--- src/rtl/attendant_call_pkg.sv ---
// attendant_call_pkg: shared state type, lamp codes and button bit positions.
package attendant_call_pkg;
   typedef enum logic [1:0] {IDLE, CALL, ESCALATE} state_t;
   localparam logic [1:0] LAMP_OFF  = 2'b00;
   localparam logic [1:0] LAMP_CALL = 2'b10;
   localparam logic [1:0] LAMP_ESC  = 2'b11;
   localparam int CALL_BTN   = 1;
   localparam int CANCEL_BTN = 0;
endpackage

--- src/rtl/attendant_call_sync_bit.sv ---
// sync_bit: STAGES-deep single-bit synchronizer with async active-low reset.
module sync_bit #(
   parameter int STAGES = 2
) (
   input  logic clk,
   input  logic reset,
   input  logic d,
   output logic q
);
   logic [STAGES-1:0] chain;
   always_ff @(posedge clk or negedge reset)
      if (!reset) chain <= '0;
      else chain <= {chain[STAGES-2:0], d};
   assign q = chain[STAGES-1];
endmodule

--- src/rtl/attendant_call.sv ---
// attendant_call: synchronized call/cancel buttons driving a Moore call-lamp FSM with escalation timeout.
module attendant_call
   import attendant_call_pkg::*;
#(
   parameter int SYNC_STAGES     = 2,
   parameter int ESCALATE_CYCLES = 16,
   parameter int CNT_W           = $clog2(ESCALATE_CYCLES)
) (
   input  logic       clk,
   input  logic       reset,
   input  logic [1:0] inputs,
   output logic [1:0] y_out
);
   localparam logic [CNT_W-1:0] LAST = CNT_W'(ESCALATE_CYCLES - 1);
   logic call_s, cancel_s;
   state_t state, next;
   logic [CNT_W-1:0] cnt, cnt_next;
   sync_bit #(.STAGES(SYNC_STAGES)) u_call (.clk(clk), .reset(reset), .d(inputs[CALL_BTN]), .q(call_s));
   sync_bit #(.STAGES(SYNC_STAGES)) u_cancel (.clk(clk), .reset(reset), .d(inputs[CANCEL_BTN]), .q(cancel_s));
   always_ff @(posedge clk or negedge reset)
      if (!reset) begin
         state <= IDLE;
         cnt   <= '0;
      end else begin
         state <= next;
         cnt   <= cnt_next;
      end
   // cancel wins everywhere; the counter only advances while staying in CALL
   always_comb begin
      next = cancel_s ? IDLE
           : state == IDLE ? (call_s ? CALL : IDLE)
           : state == CALL ? (cnt == LAST ? ESCALATE : CALL)
           : state == ESCALATE ? ESCALATE : IDLE;
      cnt_next = (state == CALL && next == CALL) ? cnt + 1'b1 : '0;
      y_out = state == CALL ? LAMP_CALL : state == ESCALATE ? LAMP_ESC : LAMP_OFF;
   end
endmodule

--- config.mk ---
export PLATFORM = sky130hd
export DESIGN_NAME = attendant_call
export DESIGN_NICKNAME = d
export VERILOG_FILES = /design/src/rtl/attendant_call_pkg.sv /design/src/rtl/attendant_call_sync_bit.sv /design/src/rtl/attendant_call.sv
export SDC_FILE = /design/constraint.sdc
export NUM_CORES = 1
export LEC_CHECK = 0
export BUFFER_PORTS_ARGS = -buffer_cell sky130_fd_sc_hd__buf_2
export CORE_AREA = 2 2 39 41
export CTS_BUF_LIST = sky130_fd_sc_hd__clkbuf_4 sky130_fd_sc_hd__clkbuf_8
export DETAILED_ROUTE_END_ITERATION = 8
export DIE_AREA = 0 0 41 43
export PLACE_DENSITY = 0.5
export SLEW_MARGIN = 30
export SYNTH_ARGS = -nofsm -noshare
export SYNTH_HDL_FRONTEND = slang
export SYNTH_SLANG_ARGS = --single-unit
--- constraint.sdc ---
create_clock -name clk -period 1.75 [get_ports clk]
set_input_delay 0.175 -clock clk [delete_from_list [all_inputs] [get_ports clk]]
set_output_delay 0.175 -clock clk [all_outputs]
set_load 0.02 [all_outputs]
Word level (Yosys, flattened, before mapping)

Cells that the tools add are included.

Add/sub/neg operators: 1
Multiplexer cells: 9
Eq/ne operators: 4
Reduce and logical (&&, ||, !) cells: 2

Operator list:

| cell                                                             | count |
|---|---|
| 2-bit two-way mux                                                | 7 |
| 4-bit by 1-bit adder with 4-bit output (second input constant)   | 1 |
| 2-bit by 1-bit == test with 1-bit output (second input constant) | 2 |
| 4-bit == test (second input constant)                            | 1 |
| 4-bit two-way mux                                                | 1 |
| 2-bit == test (second input constant)                            | 1 |
| 2-bit logical NOT                                                | 1 |
| 1-bit logical AND                                                | 1 |
| 1-bit two-way mux                                                | 1 |

Word-level logic and storage cells: 20
Output and inout port bits: 2
Bits of input ports: 4
Flip-flop bits (word level): 10

Depth between registers and ports, before layout

Gate-level depths: netlist of run 1.

Depth in word-level cells: 8
Mapped depth: 5
Depth with buffers taken out: 5

Hierarchy

Synthesis of run 1 repeated with hierarchy kept, for this count alone.

Cell total of the unflattened synthesis: 34
Area, all modules: 414.1 sq um

By module, submodules not included:

| module         | cells each | seq. area each (sq um) | area an instance (sq um) | times used |
|---|---|---|---|---|
| attendant_call | 30         | 150.1                  | 314.1                    | 1 |
| sync_bit       | 2          | 50.0                   | 50.0                     | 2 |

Least setup slack after synthesis of run 1

Ideal clock, no wire load.

Kind: reg-to-reg
Start point: register state[0]
End point: register cnt[3]
Cell stages (with the launch flop): 6
Period minus slack after synthesis: 1290 ps
Setup time: 137 ps
Data required time: 1613 ps
Slack: 460 ps
Buffers on the path: 0
Arrival: 1152 ps
Path through: dfrtp_1 inv_1 ha_1 and3b_2 a31oi_1 nor3_1

Longest elaborated chain between the ends: 8
Elaborated cells between the ends (all ways): 10
Classes of those cells: eq/ne (3); mux (5); reduce/logical (2)

Ends and longest elaborated chain:

| element                                  | line                 | text |
|---|---|---|
| start, declared                          | attendant_call.sv:16 | `state_t state, next;` |
| start signal, assigned                   | attendant_call.sv:25 | `state <= next;` |
| 2-bit == test                            | attendant_call.sv:33 | `: state == ESCALATE ? ESCALATE : IDLE;` |
| 2-bit two-way mux                        | attendant_call.sv:33 |  |
| 2-bit two-way mux                        | attendant_call.sv:32 | `: state == CALL ? (cnt == LAST ? ESCALATE : CALL)` |
| 2-bit two-way mux                        | attendant_call.sv:31 | `: state == IDLE ? (call_s ? CALL : IDLE)` |
| 2-bit two-way mux                        | attendant_call.sv:30 | `next = cancel_s ? IDLE` |
| 2-bit by 1-bit == test with 1-bit output | attendant_call.sv:34 | `cnt_next = (state == CALL && next == CALL) ? cnt + 1'b1 : '0;` |
| 1-bit logical AND *                      | attendant_call.sv:34 |  |
| 4-bit two-way mux *                      | attendant_call.sv:34 |  |
| via cnt_next[3]                          | attendant_call.sv:17 | `logic [CNT_W-1:0] cnt, cnt_next;` |
| end signal, assigned                     | attendant_call.sv:26 | `cnt <= cnt_next;` |
| end, declared                            | attendant_call.sv:17 |  |

Mark *: on every way through the listed nets, which the timed path passes. The rest lies on a longest branch.

Worst setup path in the final report of run 1

Ends and elaborated chain as after synthesis.

==> flow_summary.yaml, run 1 <==
status:
  run_status: "completed"
power:
  power_frac_seq: 0.518
  power.share.combinational: 0.060
  ir_drop_mv: 0.333
  p_per_area_mw_per_mm2: 923
  power_frac_clock: 0.422
  leakage_nw: 0.250
  p_int_uw: 375
  total_power_uw: 467
  p_sw_uw: 91.3
  swShare: 0.196
finish:
  num_antenna_cells: 0
  final_nets: 53
  fillers: 143
  layout.cells.non_filler: 60
  area_growth_pct: 22.1
  utilization: 0.365
  drive_gt1_frac: 0.227
clock_tree:
  cts_max_path_buffers: 2
  clk_latency_ns: 0.25
  ctsResizeCount: 0
  post_cts_buffers: 0
  htreeDepth: 1
  cts_sinks: 10
  numCtsBuffers: 3
  cts_tree: "yes"
  cts_root_buf: "clkbuf_4"
  cts.clk_slew.worst_paths_ns: 0.06
floorplan:
  core.rowCount: 14
  die_x_um: 41
  pin_count: 6
  core_area_mm2: 0.00138
  die_area_mm2: 0.00176
  fp.dieH_um: 43
  initial_core_util: 0.299
sta:
  setup_violations: 0
  tightest_slew_ns: 0.395
  min_period_ns: 1.42
  maxSlewViolCount: 0
  finalSetupTns_ns: 0
  clock.fmax_ghz: 0.702
  fin_skew_ns: 0.000650
  setup_slack_ns: 0.326
  rsz0062_at_grt: "false"
  finalCritPeriodShare: 0.814
  slew_headroom: 0.735
  finalHoldViolCount: 0
synthesis:
  ys_ff_latch: 10
  syn_inst: 34
  seq_area_frac_synth: 0.604
  synth_commonest_cells: "dfrtp_1 (10), ha_1 (4), inv_1 (4)"
  synth_top_area_frac: 0.604
  synth_area_leaders: "dfrtp_1 (60%), ha_1 (12%), xor2_1 (4.2%), nand3_1 (3.6%), inv_1 (3.6%)"
  synthArstFlopShare: 1.00
  synth-edff-count: 0
  synth.most_common_cell: "dfrtp_1"
  ys_warn_count: 0
  syn_avg_cell_area_um2: 12.2
  synth_top_area_cell: "dfrtp_1"
  netlist_area_um2: 414
  ys.flop_type: "dfrtp_1"
  synth.distinct_cells: 14
  syn_nets: 42
route:
  drc: 0
  top_layer_used: "met3"
  drt_first_pass_iters: 2
  drt_iter0_markers: 1
  wirelength_um: 596
  met2_length_um: 311
  met3_length_um: 31
  wl_met1_um: 253
  vias_per_cell: 4.45
  vias: 267
  ant_nets: 0
  wl_per_cell_um: 9.93
place:
  place.gp.congestion: 0.659
  portBuffers: 5
  dp_cells: 55
  dp_slack_ns: 0.330
critical_path:
  crit_type: "reg -> reg"
  reg2reg_from: "state[0]"
  worstPathCellList: "inv_1 -> ha_1 -> and3b_2 -> a31oi_1 -> nor3_1"
  slowest_delay_ns: 0.37
  crit_start: "state[0]"
  cp_slowest_cell: "dfrtp_1"
  cp.required_ns: 1.88
  path_delay_family: "flip-flops"
  start_kind: "register"
  crit_buf_inv: 1
  arrival_ns: 1.55
  critPathMaxFanout: 5
  end_kind: "register"
run:
  max_cap_violations: 0
global_route:
  grt_pass1_vias: 261
  grt_antenna_before_repair: 0
  overflow: 0
  grt_max_degree: 11
  grt_pass1_wl_mm: 1.11
  grt_usage: 0.101
hold_path:
  min_path_type: "in -> reg"
  hp-start: "inputs[0]"
## per-layer routing
metal  global-route usage  vias to the layer above
met5                    0                        -
met4               0.0800                        0
met3               0.0471                        0
met2                0.125                        6
met1                0.128                      126
li1                     -                      135
## flip-flops by register name, indices dropped and copies added, names as in the netlist
signal	flops
u_call.chain	2
state	2
u_cancel.chain	2
cnt	4
## kinds of logic (layout without fill, tap and decap cells)
group / count (synthesis) / count (layout) / share of synthesized area
fa+ha+maj: 4 / 4 / 0.121
xor+xnor: 2 / 2 / 0.0423
compound gates: 3 / 3 / 0.0453
simple gates: 11 / 11 / 0.151
flops: 10 / 10 / 0.604
buf+inv: 4 / 14 / 0.0362
## final timing paths
path                                endpoint  slack [ns]  cells after the start
setup / recovery                      cnt[3]        0.33                      5
hold / removal             u_cancel.chain[0]        0.02                      1
setup reg to reg                      cnt[3]        0.33                      5
hold reg to reg              u_call.chain[1]        0.36                      0
max in group asynchronous           state[0]        1.27                      2
min in group asynchronous             cnt[0]        0.29                      2
## power groups by stage
stage               combinational, mW  clock [mW]  sequential, mW
floorplan                      0.0159           0           0.245
global placement               0.0263           0           0.246
detailed placement             0.0267           0           0.246
CTS                            0.0289       0.207           0.242
global route                   0.0324       0.219           0.243
finish                         0.0281       0.197           0.242
## stage by stage
stage,cell area (µm²),hold slack [ns]
3_5_place_dp,459,0.0407
5_1_grt,505,0.0123
4_1_cts,505,0.00955
3_3_place_gp,459,0.0372
2_1_floorplan,414,-0.121
6_report,505,0.0224
## cells in the final DEF (no fill, tap or decap)
cell	n
dfrtp_1	10
buf_2	5
inv_1	4
ha_1	4
nand3_1	3
clkbuf_4	3
nor2_1	2
xor2_1	2
nor3_1	2
and3b_2	1
a31oi_1	1
nand2b_1	1
or3_1	1
a21oi_1	1
o211ai_1	1
nor3b_1	1
clkbuf_8	1
dlygate4sd3_1	1
## cell type report
type | instances | area [µm²] | area share
multi-input combinational | 20 | 149 | 0.295
inverter | 4 | 15.0 | 0.0297
clock buffer | 4 | 36.3 | 0.0718
timing repair buffer | 6 | 35.0 | 0.0693
sequential | 10 | 250 | 0.495
tap | 16 | 20.0 | 0.0396
## repair_timing
item	in CTS	in global routing
hold buffers	1	0
hold endpoints to repair	10	0
endpoints found under the setup margin	0	0
Note: power is estimated with default switching activity, not from simulation.
==> run 2: changes to the inputs <==
==> constraint.sdc (replaced) <==
create_clock -name clk -period 1.45 [get_ports clk]
set_input_delay 0.145 -clock clk [delete_from_list [all_inputs] [get_ports clk]]
set_output_delay 0.145 -clock clk [all_outputs]
set_load 0.02 [all_outputs]
==> flow_summary.yaml, run 2 (synthesized netlist as in run 1, its figures left out) <==
critical_path:
  arrival_ns: 1.50
  reg2reg_depth: 6
  start_kind: "register"
  r2r-end: "cnt[1]"
  reg2reg_from: "state[0]"
  end_kind: "register"
  cp.required_ns: 1.62
  critPathMaxFanout: 5
  r2r_slack_ns: 0.12
  crit_type: "reg -> reg"
run:
  max_cap_violations: 0
sta:
  maxSlewViolCount: 0
  min_period_ns: 1.33
  clock.fmax_ghz: 0.752
  slew_headroom: 0.815
  rsz0062_at_grt: "false"
  setup_violations: 0
  finalHoldViolCount: 0
  fin_skew_ns: 0.000513
  finalSetupTns_ns: 0
  finalCritPeriodShare: 0.917
  tightest_slew_ns: 0.277
clock_tree:
  cts_sinks: 10
  cts_max_path_buffers: 2
  clk_latency_ns: 0.25
  htreeDepth: 1
  cts_tree: "yes"
  cts.clk_slew.worst_paths_ns: 0.06
  cts_root_buf: "clkbuf_4"
  numCtsBuffers: 3
floorplan:
  pin_count: 6
  initial_core_util: 0.299
  die_x_um: 41
  fp.dieH_um: 43
  die_area_mm2: 0.00176
  core_area_mm2: 0.00138
  core.rowCount: 14
finish:
  layout_common_cells: "dfrtp_1 (10), buf_2 (5), inv_1 (4), ha_1 (4)"
  final_nets: 57
  drive_gt1_frac: 0.271
  regMostFlops: "cnt"
  mostFrequentLayoutCell: "dfrtp_1"
  area_growth_pct: 32.0
  largest_reg_flops: 4
  stdcell_area_um2: 547
  num_antenna_cells: 0
route:
  drt_iter0_markers: 0
  vias_per_cell: 4.39
  vias: 281
  drc: 0
  drt_first_pass_iters: 1
  wirelength_um: 698
  wl_per_cell_um: 10.9
  ant_nets: 0
global_route:
  grt_max_degree: 11
  grt_pass1_wl_mm: 1.21
  grt_usage: 0.104
  overflow: 0
  grt_pass1_vias: 311
  grt_antenna_before_repair: 0
place:
  dp_hpwl_um: 560
  portBuffers: 5
  place.gp.congestion: 0.664
  placed_area_um2: 467
power:
  p_per_area_mw_per_mm2: 1050
  p_sw_uw: 114
  swShare: 0.198
  leakage_nw: 0.269
  power.share.combinational: 0.081
  power_frac_seq: 0.506
  power_frac_clock: 0.413
  ir_drop_mv: 0.541
  p_int_uw: 462
hold_path:
  min_path_type: "in -> async"
status:
  run_status: "completed"
==> run 2: cell types whose count changed in the layout (fill, tap and decap cells not counted), sizes merged <==
cell / change
dlygate4sd3: +2
buf: +2
==> run 2: repair_timing <==
item,in CTS,in global routing
setup endpoints to repair,0,5
setup buffers,0,1
hold buffers,3,0
resized for setup,0,1
endpoints found under the hold margin,12,0
==> run 2: power by group through the flow <==
stage	registers (mW)	clock network [mW]	logic, mW
after floorplan	0.296	0	0.0191
after global placement	0.296	0	0.0341
after detailed placement	0.297	0	0.0357
after CTS	0.292	0.248	0.0420
after global routing	0.292	0.264	0.0521
final	0.291	0.238	0.0465
==> run 2: through the flow <==
step	power (mW)	util	setup WS, ns	cells	hold WS (ns)
6_report	0.576	0.395	0.121	64	0.271
5_1_grt	0.609	0.395	0.0189	64	0.268
4_1_cts	0.583	0.385	0.0945	63	0.266
3_5_place_dp	0.333	0.337	0.0862	56	0.0115
3_3_place_gp	0.331	0.337	0.170	56	0.00691
2_1_floorplan	0.315	-	0.160	34	-0.151
==> run 2: layout make-up <==
type                    instances  area, µm²
fillers                       143        837
flip-flops and latches         10        250
multi-input cells              20        155
repair buffers                 10       70.1
clock buffers                   4       36.3
well taps                      16       20.0
inverters                       4       15.0
==> run 2: worst max-delay path: stages (launching register included) <==
cell and delay [ns]:
dfrtp_1 0.38, inv_1 0.11, ha_1 0.18, and3b_2 0.19, a31oi_2 0.04, buf_4 0.16, nor3b_1 0.18
==> run 2: worst max-delay path by stage <==
stage / from / to / slack (ns) / cells after the start
global route: state[0] / cnt[0] / 0.02 / 6
CTS: state[0] / cnt[1] / 0.09 / 6
floorplan: state[0] / cnt[3] / 0.16 / 5
global placement: state[0] / cnt[3] / 0.17 / 6
finish: state[0] / cnt[1] / 0.12 / 6
detailed placement: state[0] / cnt[1] / 0.09 / 6
==> run 2: metal layers <==
layer  track usage  vias up  routed length [µm]
met2         0.166        6                 389
met5             0        -                   0
met3        0.0314        0                  26
met1         0.115      133                 283
met4        0.0600        0                   0
li1              -      142                   -
